`config.mk`:
```
export PLATFORM = sky130hd
export DESIGN_NAME = snn_tick_scheduler
export DESIGN_NICKNAME = d
export VERILOG_FILES = /design/src/rtl/snn_pkg.sv /design/src/rtl/snn_gap_timer.sv /design/src/rtl/snn_tick_scheduler.sv
export SDC_FILE = /design/constraint.sdc
export NUM_CORES = 1
export LEC_CHECK = 0
export CORE_MARGIN = 4
export CORE_UTILIZATION = 25
export DETAILED_ROUTE_END_ITERATION = 6
export PLACE_DENSITY = 0.5
export SETUP_SLACK_MARGIN = 0.15
export SYNTH_ARGS = -nofsm -noshare
export SYNTH_HDL_FRONTEND = slang
export SYNTH_SLANG_ARGS = --single-unit
```
`constraint.sdc`:
```
create_clock -name clk -period 3.7 [get_ports clk]
set_clock_uncertainty 0.15 [all_clocks]
set_input_delay 1.11 -clock clk [delete_from_list [all_inputs] [get_ports clk]]
set_output_delay 1.11 -clock clk [all_outputs]
set_load 0.005 [all_outputs]
```
`src/rtl/snn_pkg.sv`:
```
// Shared types and default widths for the SNN tick scheduler.
package snn_pkg;

    localparam int DEF_NUM_INPUTS = 256;
    localparam int DEF_ADDR_W     = 8;
    localparam int DEF_W_W        = 8;
    localparam int DEF_STEP_W     = 16;
    localparam int DEF_CNT_W      = 16;
    localparam int DEF_GAP_CYCLES = 5;

    typedef enum logic [2:0] {
        S_IDLE      = 3'd0,
        S_LOAD      = 3'd1,
        S_TICK      = 3'd2,
        S_WAIT_RISE = 3'd3,
        S_WAIT_FALL = 3'd4,
        S_GAP       = 3'd5,
        S_FINISH    = 3'd6
    } sched_state_t;

    // Fire edges are counted across the whole tick loop so an edge coinciding
    // with the busy rise is not lost.
    function automatic logic in_run(input sched_state_t s);
        case (s)
            S_TICK, S_WAIT_RISE, S_WAIT_FALL, S_GAP: in_run = 1'b1;
            default:                                 in_run = 1'b0;
        endcase
    endfunction

endpackage

```
`src/rtl/snn_gap_timer.sv`:
```
// Loadable down-counter with a zero flag; paces the idle gap between ticks.
module snn_gap_timer #(
    parameter int W = 3
) (
    input  logic         clk,
    input  logic         rst,
    input  logic         srst,
    input  logic         load,
    input  logic [W-1:0] load_val,
    output logic         zero
);

    logic [W-1:0] count_r;

    // Count down to zero after each load and park there.
    always_ff @(posedge clk or posedge rst) begin
        if (rst) begin
            count_r <= {W{1'b0}};
        end else if (srst) begin
            count_r <= {W{1'b0}};
        end else if (load) begin
            count_r <= load_val;
        end else if (count_r != {W{1'b0}}) begin
            count_r <= count_r - {{(W-1){1'b0}}, 1'b1};
        end else begin
            count_r <= count_r;
        end
    end

    assign zero = (count_r == {W{1'b0}});

endmodule

```
`src/rtl/snn_tick_scheduler.sv`:
```
// Command-driven sequencer: streams a weight set into snn_core, then runs N ticks.
module snn_tick_scheduler
    import snn_pkg::*;
#(
    parameter int NUM_INPUTS = DEF_NUM_INPUTS,
    parameter int ADDR_W     = DEF_ADDR_W,
    parameter int W_W        = DEF_W_W,
    parameter int STEP_W     = DEF_STEP_W,
    parameter int CNT_W      = DEF_CNT_W,
    parameter int GAP_CYCLES = DEF_GAP_CYCLES
) (
    input  logic              clk,
    input  logic              rst,
    input  logic              load_start,
    input  logic              wt_valid,
    output logic              wt_ready,
    input  logic [W_W-1:0]    wt_data,
    input  logic              run_start,
    input  logic [STEP_W-1:0] num_steps,
    input  logic              abort,
    output logic              program_mode,
    output logic [ADDR_W-1:0] prog_addr,
    output logic [W_W-1:0]    prog_data,
    output logic              prog_wr_en,
    output logic              start_tick,
    input  logic              core_busy,
    input  logic              neuron_fire,
    output logic [STEP_W-1:0] step_idx,
    output logic [CNT_W-1:0]  fire_count,
    output logic              sched_busy,
    output logic              done
);

    localparam int TMR_W = (GAP_CYCLES > 1) ? $clog2(GAP_CYCLES) : 1;
    localparam logic [TMR_W-1:0]  GAP_LOAD  = TMR_W'(GAP_CYCLES - 1);
    localparam logic [ADDR_W-1:0] LAST_BEAT = ADDR_W'(NUM_INPUTS - 1);

    sched_state_t      state_r, next_state_s;
    logic [ADDR_W-1:0] beat_r;
    logic [STEP_W-1:0] num_steps_r, step_idx_r, step_next_s;
    logic [CNT_W-1:0]  fire_count_r;
    logic              fire_prev_r;
    logic              wt_ready_r, program_mode_r, prog_wr_en_r, start_tick_r;
    logic              sched_busy_r, done_r;
    logic [ADDR_W-1:0] prog_addr_r;
    logic [W_W-1:0]    prog_data_r;
    logic              beat_acc_s, gap_load_s, gap_zero_s, run_go_s, step_done_s;

    snn_gap_timer #(.W(TMR_W)) u_gap_timer (
        .clk      (clk),
        .rst      (rst),
        .srst     (abort),
        .load     (gap_load_s),
        .load_val (GAP_LOAD),
        .zero     (gap_zero_s)
    );

    // Next-state decode; abort overrides every non-idle state.
    always_comb begin
        next_state_s = state_r;
        beat_acc_s   = 1'b0;
        gap_load_s   = 1'b0;
        run_go_s     = 1'b0;
        step_done_s  = 1'b0;
        step_next_s  = step_idx_r + {{(STEP_W-1){1'b0}}, 1'b1};
        if (abort && (state_r != S_IDLE)) begin
            next_state_s = S_IDLE;
        end else begin
            case (state_r)
                S_IDLE: begin
                    if (load_start) begin
                        next_state_s = S_LOAD;
                    end else if (run_start && !core_busy) begin
                        run_go_s     = 1'b1;
                        next_state_s = (num_steps != {STEP_W{1'b0}}) ? S_TICK : S_FINISH;
                    end else begin
                        next_state_s = S_IDLE;
                    end
                end
                S_LOAD: begin
                    if (wt_valid && wt_ready_r) begin
                        beat_acc_s   = 1'b1;
                        next_state_s = (beat_r == LAST_BEAT) ? S_FINISH : S_LOAD;
                    end else begin
                        next_state_s = S_LOAD;
                    end
                end
                S_TICK: next_state_s = S_WAIT_RISE;
                S_WAIT_RISE: begin
                    if (core_busy) begin
                        next_state_s = S_WAIT_FALL;
                    end else begin
                        next_state_s = S_WAIT_RISE;
                    end
                end
                S_WAIT_FALL: begin
                    if (!core_busy) begin
                        step_done_s = 1'b1;
                        if (step_next_s == num_steps_r) begin
                            next_state_s = S_FINISH;
                        end else begin
                            next_state_s = S_GAP;
                            gap_load_s   = 1'b1;
                        end
                    end else begin
                        next_state_s = S_WAIT_FALL;
                    end
                end
                S_GAP: begin
                    if (gap_zero_s) begin
                        next_state_s = S_TICK;
                    end else begin
                        next_state_s = S_GAP;
                    end
                end
                S_FINISH: next_state_s = S_IDLE;
                default:  next_state_s = S_IDLE;
            endcase
        end
    end

    // State register and the control outputs derived from the upcoming state.
    always_ff @(posedge clk or posedge rst) begin
        if (rst) begin
            state_r        <= S_IDLE;
            wt_ready_r     <= 1'b0;
            program_mode_r <= 1'b0;
            start_tick_r   <= 1'b0;
            sched_busy_r   <= 1'b0;
            done_r         <= 1'b0;
        end else begin
            state_r        <= next_state_s;
            wt_ready_r     <= (next_state_s == S_LOAD);
            program_mode_r <= (next_state_s == S_LOAD);
            start_tick_r   <= (next_state_s == S_TICK);
            sched_busy_r   <= (next_state_s != S_IDLE);
            done_r         <= (state_r == S_FINISH) && !abort;
        end
    end

    // Programming port: the core sees each accepted beat one cycle later.
    always_ff @(posedge clk or posedge rst) begin
        if (rst) begin
            beat_r       <= {ADDR_W{1'b0}};
            prog_wr_en_r <= 1'b0;
            prog_addr_r  <= {ADDR_W{1'b0}};
            prog_data_r  <= {W_W{1'b0}};
        end else begin
            prog_wr_en_r <= beat_acc_s;
            if (beat_acc_s) begin
                prog_addr_r <= beat_r;
                prog_data_r <= wt_data;
                beat_r      <= beat_r + {{(ADDR_W-1){1'b0}}, 1'b1};
            end else if ((state_r == S_IDLE) && load_start) begin
                beat_r <= {ADDR_W{1'b0}};
            end else begin
                beat_r <= beat_r;
            end
        end
    end

    // Run bookkeeping: results hold after done until the next accepted run_start.
    always_ff @(posedge clk or posedge rst) begin
        if (rst) begin
            num_steps_r  <= {STEP_W{1'b0}};
            step_idx_r   <= {STEP_W{1'b0}};
            fire_count_r <= {CNT_W{1'b0}};
            fire_prev_r  <= 1'b0;
        end else begin
            fire_prev_r <= neuron_fire;
            if (run_go_s) begin
                num_steps_r  <= num_steps;
                step_idx_r   <= {STEP_W{1'b0}};
                fire_count_r <= {CNT_W{1'b0}};
            end else begin
                if (step_done_s) begin
                    step_idx_r <= step_next_s;
                end else begin
                    step_idx_r <= step_idx_r;
                end
                if (in_run(state_r) && neuron_fire && !fire_prev_r
                    && (fire_count_r != {CNT_W{1'b1}})) begin
                    fire_count_r <= fire_count_r + {{(CNT_W-1){1'b0}}, 1'b1};
                end else begin
                    fire_count_r <= fire_count_r;
                end
            end
        end
    end

    assign wt_ready     = wt_ready_r;
    assign program_mode = program_mode_r;
    assign prog_addr    = prog_addr_r;
    assign prog_data    = prog_data_r;
    assign prog_wr_en   = prog_wr_en_r;
    assign start_tick   = start_tick_r;
    assign step_idx     = step_idx_r;
    assign fire_count   = fire_count_r;
    assign sched_busy   = sched_busy_r;
    assign done         = done_r;

endmodule
```
# == After elaboration in Yosys (flattened, before gate mapping) ==
# Index checks and enable logic that the tools add are counted.
# W data, S select, Z words.
# word_totals
output_inout_bits,54
input_bits,32
word_cells,87
regBits,84
# classes
mux,36
add_sub_neg,4
n_reduce_logical,22
eq_ne,11
# ops
cell,n
$mux W16,4
$mux W3,12
$add A16 B1 Y16 const B,2
$pmux W3 S6,1
$eq A16 B16 Y1,1
$mux W1,16
$mux W8,2
$ne A16 B16 Y1 const B,1
$reduce_bool A16 Y1,1
$reduce_bool A3 Y1,4
$eq A3 B2 Y1 const B,3
$eq A3 B3 Y1 const B,3
$add A8 B1 Y8 const B,1
$eq A8 B8 Y1 const B,1
$logic_and A1 B1 Y1,8
$eq A3 B1 Y1 const B,2
$logic_not A3 Y1,2
$reduce_bool A2 Y1,3
$reduce_or A4 Y1,1
$logic_not A1 Y1,3
$sub A3 B1 Y3 const B,1
$mux W2,1

# == Logic depth before layout (Yosys ltp) ==
# depth
word_depth,12
mapped_depth,9
depth_no_buf,8

# == Hierarchy ==
# Synthesis repeated with hierarchy kept, for this count alone.
# hier_totals
cells_unflattened,512
hier_area_um2,4543.1
# modules_own_cells
module,cells_per_inst,instances,seq_area_each_um2,area_each_um2
snn_tick_scheduler,492,1,2026.9,4334.2
snn_gap_timer,20,1,75.1,209.0

# == Worst setup path after synthesis ==
# Ideal clock, no wire load.
# synth_timing
path_kind,flip-flop to flip-flop
startpoint,"reg step_idx_r[0], in the netlist step_idx[0]"
endpoint,reg u_gap_timer.count_r[0]
required_time_ns,3.456
setup_ns,0.094
t_arrival_ns,2.725
slack_ns,0.731
n_path_buf,0
period_less_slack_ns,2.969
stages_incl_launch_ff,8
path_cell_list,dfrtp_1 -> ha_1 -> nand3_2 -> or3_1 -> a32o_1 -> or4_1 -> or4_4 -> a211oi_1
# synth_between
elab_chain_cells,8
word_cells_on_any_way,9
cone_classes,add/sub: 1; eq/ne: 1; mux: 6; reduce/logical: 1
# synth_rtl
item,line,rtl
start: declaration,snn_tick_scheduler.sv:40,"logic [STEP_W-1:0] num_steps_r, step_idx_r, step_next_s;"
start signal: assignment,snn_tick_scheduler.sv:166,step_idx_r <= {STEP_W{1'b0}};
start signal: assignment,snn_tick_scheduler.sv:173,step_idx_r <= {STEP_W{1'b0}};
start signal: assignment,snn_tick_scheduler.sv:177,step_idx_r <= step_next_s;
$add A16 B1 Y16 (*),snn_tick_scheduler.sv:65,"step_next_s = step_idx_r + {{(STEP_W-1){1'b0}}, 1'b1};"
$eq A16 B16 Y1 (*),snn_tick_scheduler.sv:99,if (step_next_s == num_steps_r) begin
$mux W1 (*),snn_tick_scheduler.sv:99,
$mux W1 (*),snn_tick_scheduler.sv:97,if (!core_busy) begin
$mux W1 (*),snn_tick_scheduler.sv:69,case (state_r)
$mux W1 (*),snn_tick_scheduler.sv:66,if (abort && (state_r != S_IDLE)) begin
$mux W3,snn_gap_timer.sv:21,end else if (load) begin
$mux W3,snn_gap_timer.sv:19,end else if (srst) begin
end signal: assignment,snn_gap_timer.sv:18,count_r <= {W{1'b0}};
end signal: assignment,snn_gap_timer.sv:20,count_r <= {W{1'b0}};
end signal: assignment,snn_gap_timer.sv:22,count_r <= load_val;
end: declaration,snn_gap_timer.sv:13,logic [W-1:0] count_r;
# Every way passes the cells marked *; elsewhere a longest branch is shown, timed or not.
# A chain may end at the register's enable or synchronous reset.

# == Final worst setup path ==
# layout_timing
startpoint,"reg step_idx_r[0], in the netlist step_idx[0]"
endpoint,reg u_gap_timer.count_r[1]
# Same word-level chain as after synthesis.

==> impl_metrics.tcl <==
set metrics [dict create \
    antenna_found_initial 0 \
    netlist_area_mm2 0.00449 \
    most_congested_layer_reported_by_global_routing "met2" \
    core_footprint_mm2 0.0175 \
    pre_cts_ws_ps 424 \
    post_detailed_placement_cell_area_mm2 0.00559 \
    yosys_register_bits 84 \
    ioPinCount 86 \
    power.density_mw_per_mm2 543 \
    root_buffer "clkbuf_16" \
    totalPowerFinal_mw 3.19 \
    place_inst 819 \
    ys.flop_type "dfrtp_1" \
    vias 3928 \
    grt_max_degree 55 \
    vias_in_the_first_global_route 3994 \
    fin_cells 835 \
    synth_largest_area_cell "dfrtp_1" \
    layout_setup_ws_ps 398 \
    globalRouteMet2Util 0.209 \
    layout-drive-gt1-share 0.0508 \
    finalWeightedCongestion 0.848 \
    detail-route-antenna-nets 0 \
    fin_tns_setup_ps 0 \
    timing.hold.worst.class "flip-flop to flip-flop" \
    cts_tree "done" \
    power.ir.vdd_worst_mv 0.278 \
    post_synth.cell_area_avg_um2 8.54 \
    finish.net_count 643 \
    fill_cells 1813 \
    post_cts_buffers 0 \
    reg2regPathDepth 7 \
    cts_buf_count 9 \
    max-slew-margin-rel 0.345 \
    die_w_um 142 \
    regToRegEndpoint "u_gap_timer.count_r[1]" \
    crit_path_max_fanout 8 \
    routed_wire_length_per_instance_um 14.8 \
    clk-insertion-delay-late_ps 350 \
    max_slew.worst_pin.slew_ps 978 \
    crit-reg2reg-launch "step_idx[0]" \
    die-height_um 142 \
    synth.net_count 564 \
    ys_types 50 \
    critPathLaunchType "flip-flop" \
    post_route_hold_slack_ps 331 \
    setup-violations-final 0 \
    worst_setup_hold_path_clk_slew_ps 70 \
    mapped_cells 526 \
    port-buffer-count 85 \
    hold-path-endpoint "prog_data[0]" \
    std_cell_rows 48 \
    timing.reg2reg.setup_slack_ps 400 \
    cts_max_path_buffers 2 \
    start_to_end_type_of_the_worst_setup_path "flip-flop to flip-flop" \
    vias_per_cell 4.70 \
    maxCapViolCount 0 \
    die_area_mm2 0.0202 \
    clock_sinks 84 \
    timing.final.crit_period_ps 3300 \
    synth_enable_flop_cells 0 \
    finalWirelength_um 12300 \
    number_of_warnings_reported_in_the_yosys_synthesis_log 0 \
    worstPathRequired_ps 3800 \
    yosys-top-cells-area "dfrtp_1, nand2_1, o21ai_0" \
    cts_repair_resize_count 0 \
    initial_core_util 0.257 \
    globalRouteMet1Util 0.164 \
    hold_viol 0 \
    areaGrowthSynthToFinish_pct 30.6 \
    slew_violations 0 \
    hold_depth 2 \
    place_hpwl_um 9000 \
    gr-total-overflow 0 \
    drt-pass1-iter-count 6 \
    postCtsHoldBufs 0 \
    cellLeakagePower_nw 2.52 \
    yosys.cell_count.top_type "nand2_1" \
    unrepaired_setup_endpoints_after_global_routing "false" \
    final_core_utilization 0.336 \
    yosys-top-cells-count "nand2_1, dfrtp_1, nor2_1" \
    cp_data_arrival_time_ps 3400 \
    fmax_mhz 303 \
    globalRouteTotalUtil 0.126 \
    outcome "finished clean" \
    post-route-drc-count 0 \
    finalCritPeriodShare 0.893 \
    maximum_level_of_the_cts_h_tree 3 \
    async_reset_ff_frac 1.00 \
    groute.layer.met3.usage 0.0353 \
    synth_top_cell_area_share 0.468 \
    num_antenna_cells 0 \
    timing.critical_path.to_type "flip-flop" \
    start_point_of_the_worst_hold_path "prog_data[0]" \
    global_route_wire_length_before_repair_um 20600 \
    synth_seq_area_share 0.468 \
    postLayoutCellArea_mm2 0.00587 \
    drt_iter0_markers 191 \
]
## worst max-delay path, cell delays in order (launching register included)
cell,delay [ps]
dfrtp_1,470
ha_1,330
nand3_2,210
or3_1,410
a32o_1,260
or4_1,540
or4_4,570
a211oi_1,270
## placed cells by master, fill, tap and decap left out, types with 5 or more instances in the layout
master,n
xnor2_1,21
buf_4,10
ha_1,6
o21ai_0,43
xor2_1,16
nor4_1,11
nand4_1,9
a211oi_1,9
clkbuf_16,9
a31oi_1,5
dfrtp_1,84
o31ai_1,6
nor3_1,19
and2_1,5
nor2_1,45
nand2_1,130
nand3_1,15
a21oi_1,9
inv_1,12
clkdlybuf4s50_1,85
nand2b_1,5
or3_1,7
## worst max-delay path by stage
stage / startpoint / endpoint / slack, ps / cells past startpoint
6_report: step_idx[0] / u_gap_timer.count_r[1] / 400 / 7
5_1_grt: step_idx[0] / u_gap_timer.count_r[0] / 230 / 7
4_1_cts: step_idx[0] / u_gap_timer.count_r[1] / 430 / 7
3_5_place_dp: core_busy / step_idx[10] / 420 / 6
3_3_place_gp: core_busy / step_idx[3] / 460 / 6
2_1_floorplan: rst / beat_r[0] / 270 / 1
## metal layers
metal / part of all wire / vias up
li1: - / 1968
met3: 0.047 / 10
met4: 0.0092 / 0
met1: 0.46 / 1874
met5: 0 / -
met2: 0.48 / 76
## flip-flops by register name, summed over array words and instances (netlist names), 3 cells and up
| name | cells |
|---|---|
| beat_r | 8 |
| fire_count | 16 |
| num_steps_r | 16 |
| prog_addr | 8 |
| prog_data | 8 |
| state_r | 3 |
| step_idx | 16 |
| u_gap_timer.count_r | 3 |
## cells by family after synthesis
family          share of synthesized area
buf+inv                            0.0401
fa+ha+maj                          0.0167
flops                               0.468
xor+xnor                           0.0722
mux                               0.00446
simple gates                        0.268
compound gates                      0.130
## power by group
group	internal (mW)	switching (mW)	total (mW)	leakage [nW]
Clock	0.476	0.379	0.855	0.136
Sequential	1.12	0.193	1.31	1.12
Combinational	0.506	0.514	1.02	1.26
## final cells by class
| class | count | area (um2) | share of cell area |
|---|---|---|---|
| clock inverter | 5 | 35.0 | 0.00597 |
| multi-input combinational | 401 | 2210 | 0.376 |
| sequential | 84 | 2100 | 0.358 |
| timing repair buffer | 96 | 946 | 0.161 |
| clock buffer | 11 | 243 | 0.0414 |
| inverter | 13 | 50.0 | 0.00853 |
| tap | 225 | 282 | 0.0480 |
Note: power is estimated with default switching activity, not from simulation.
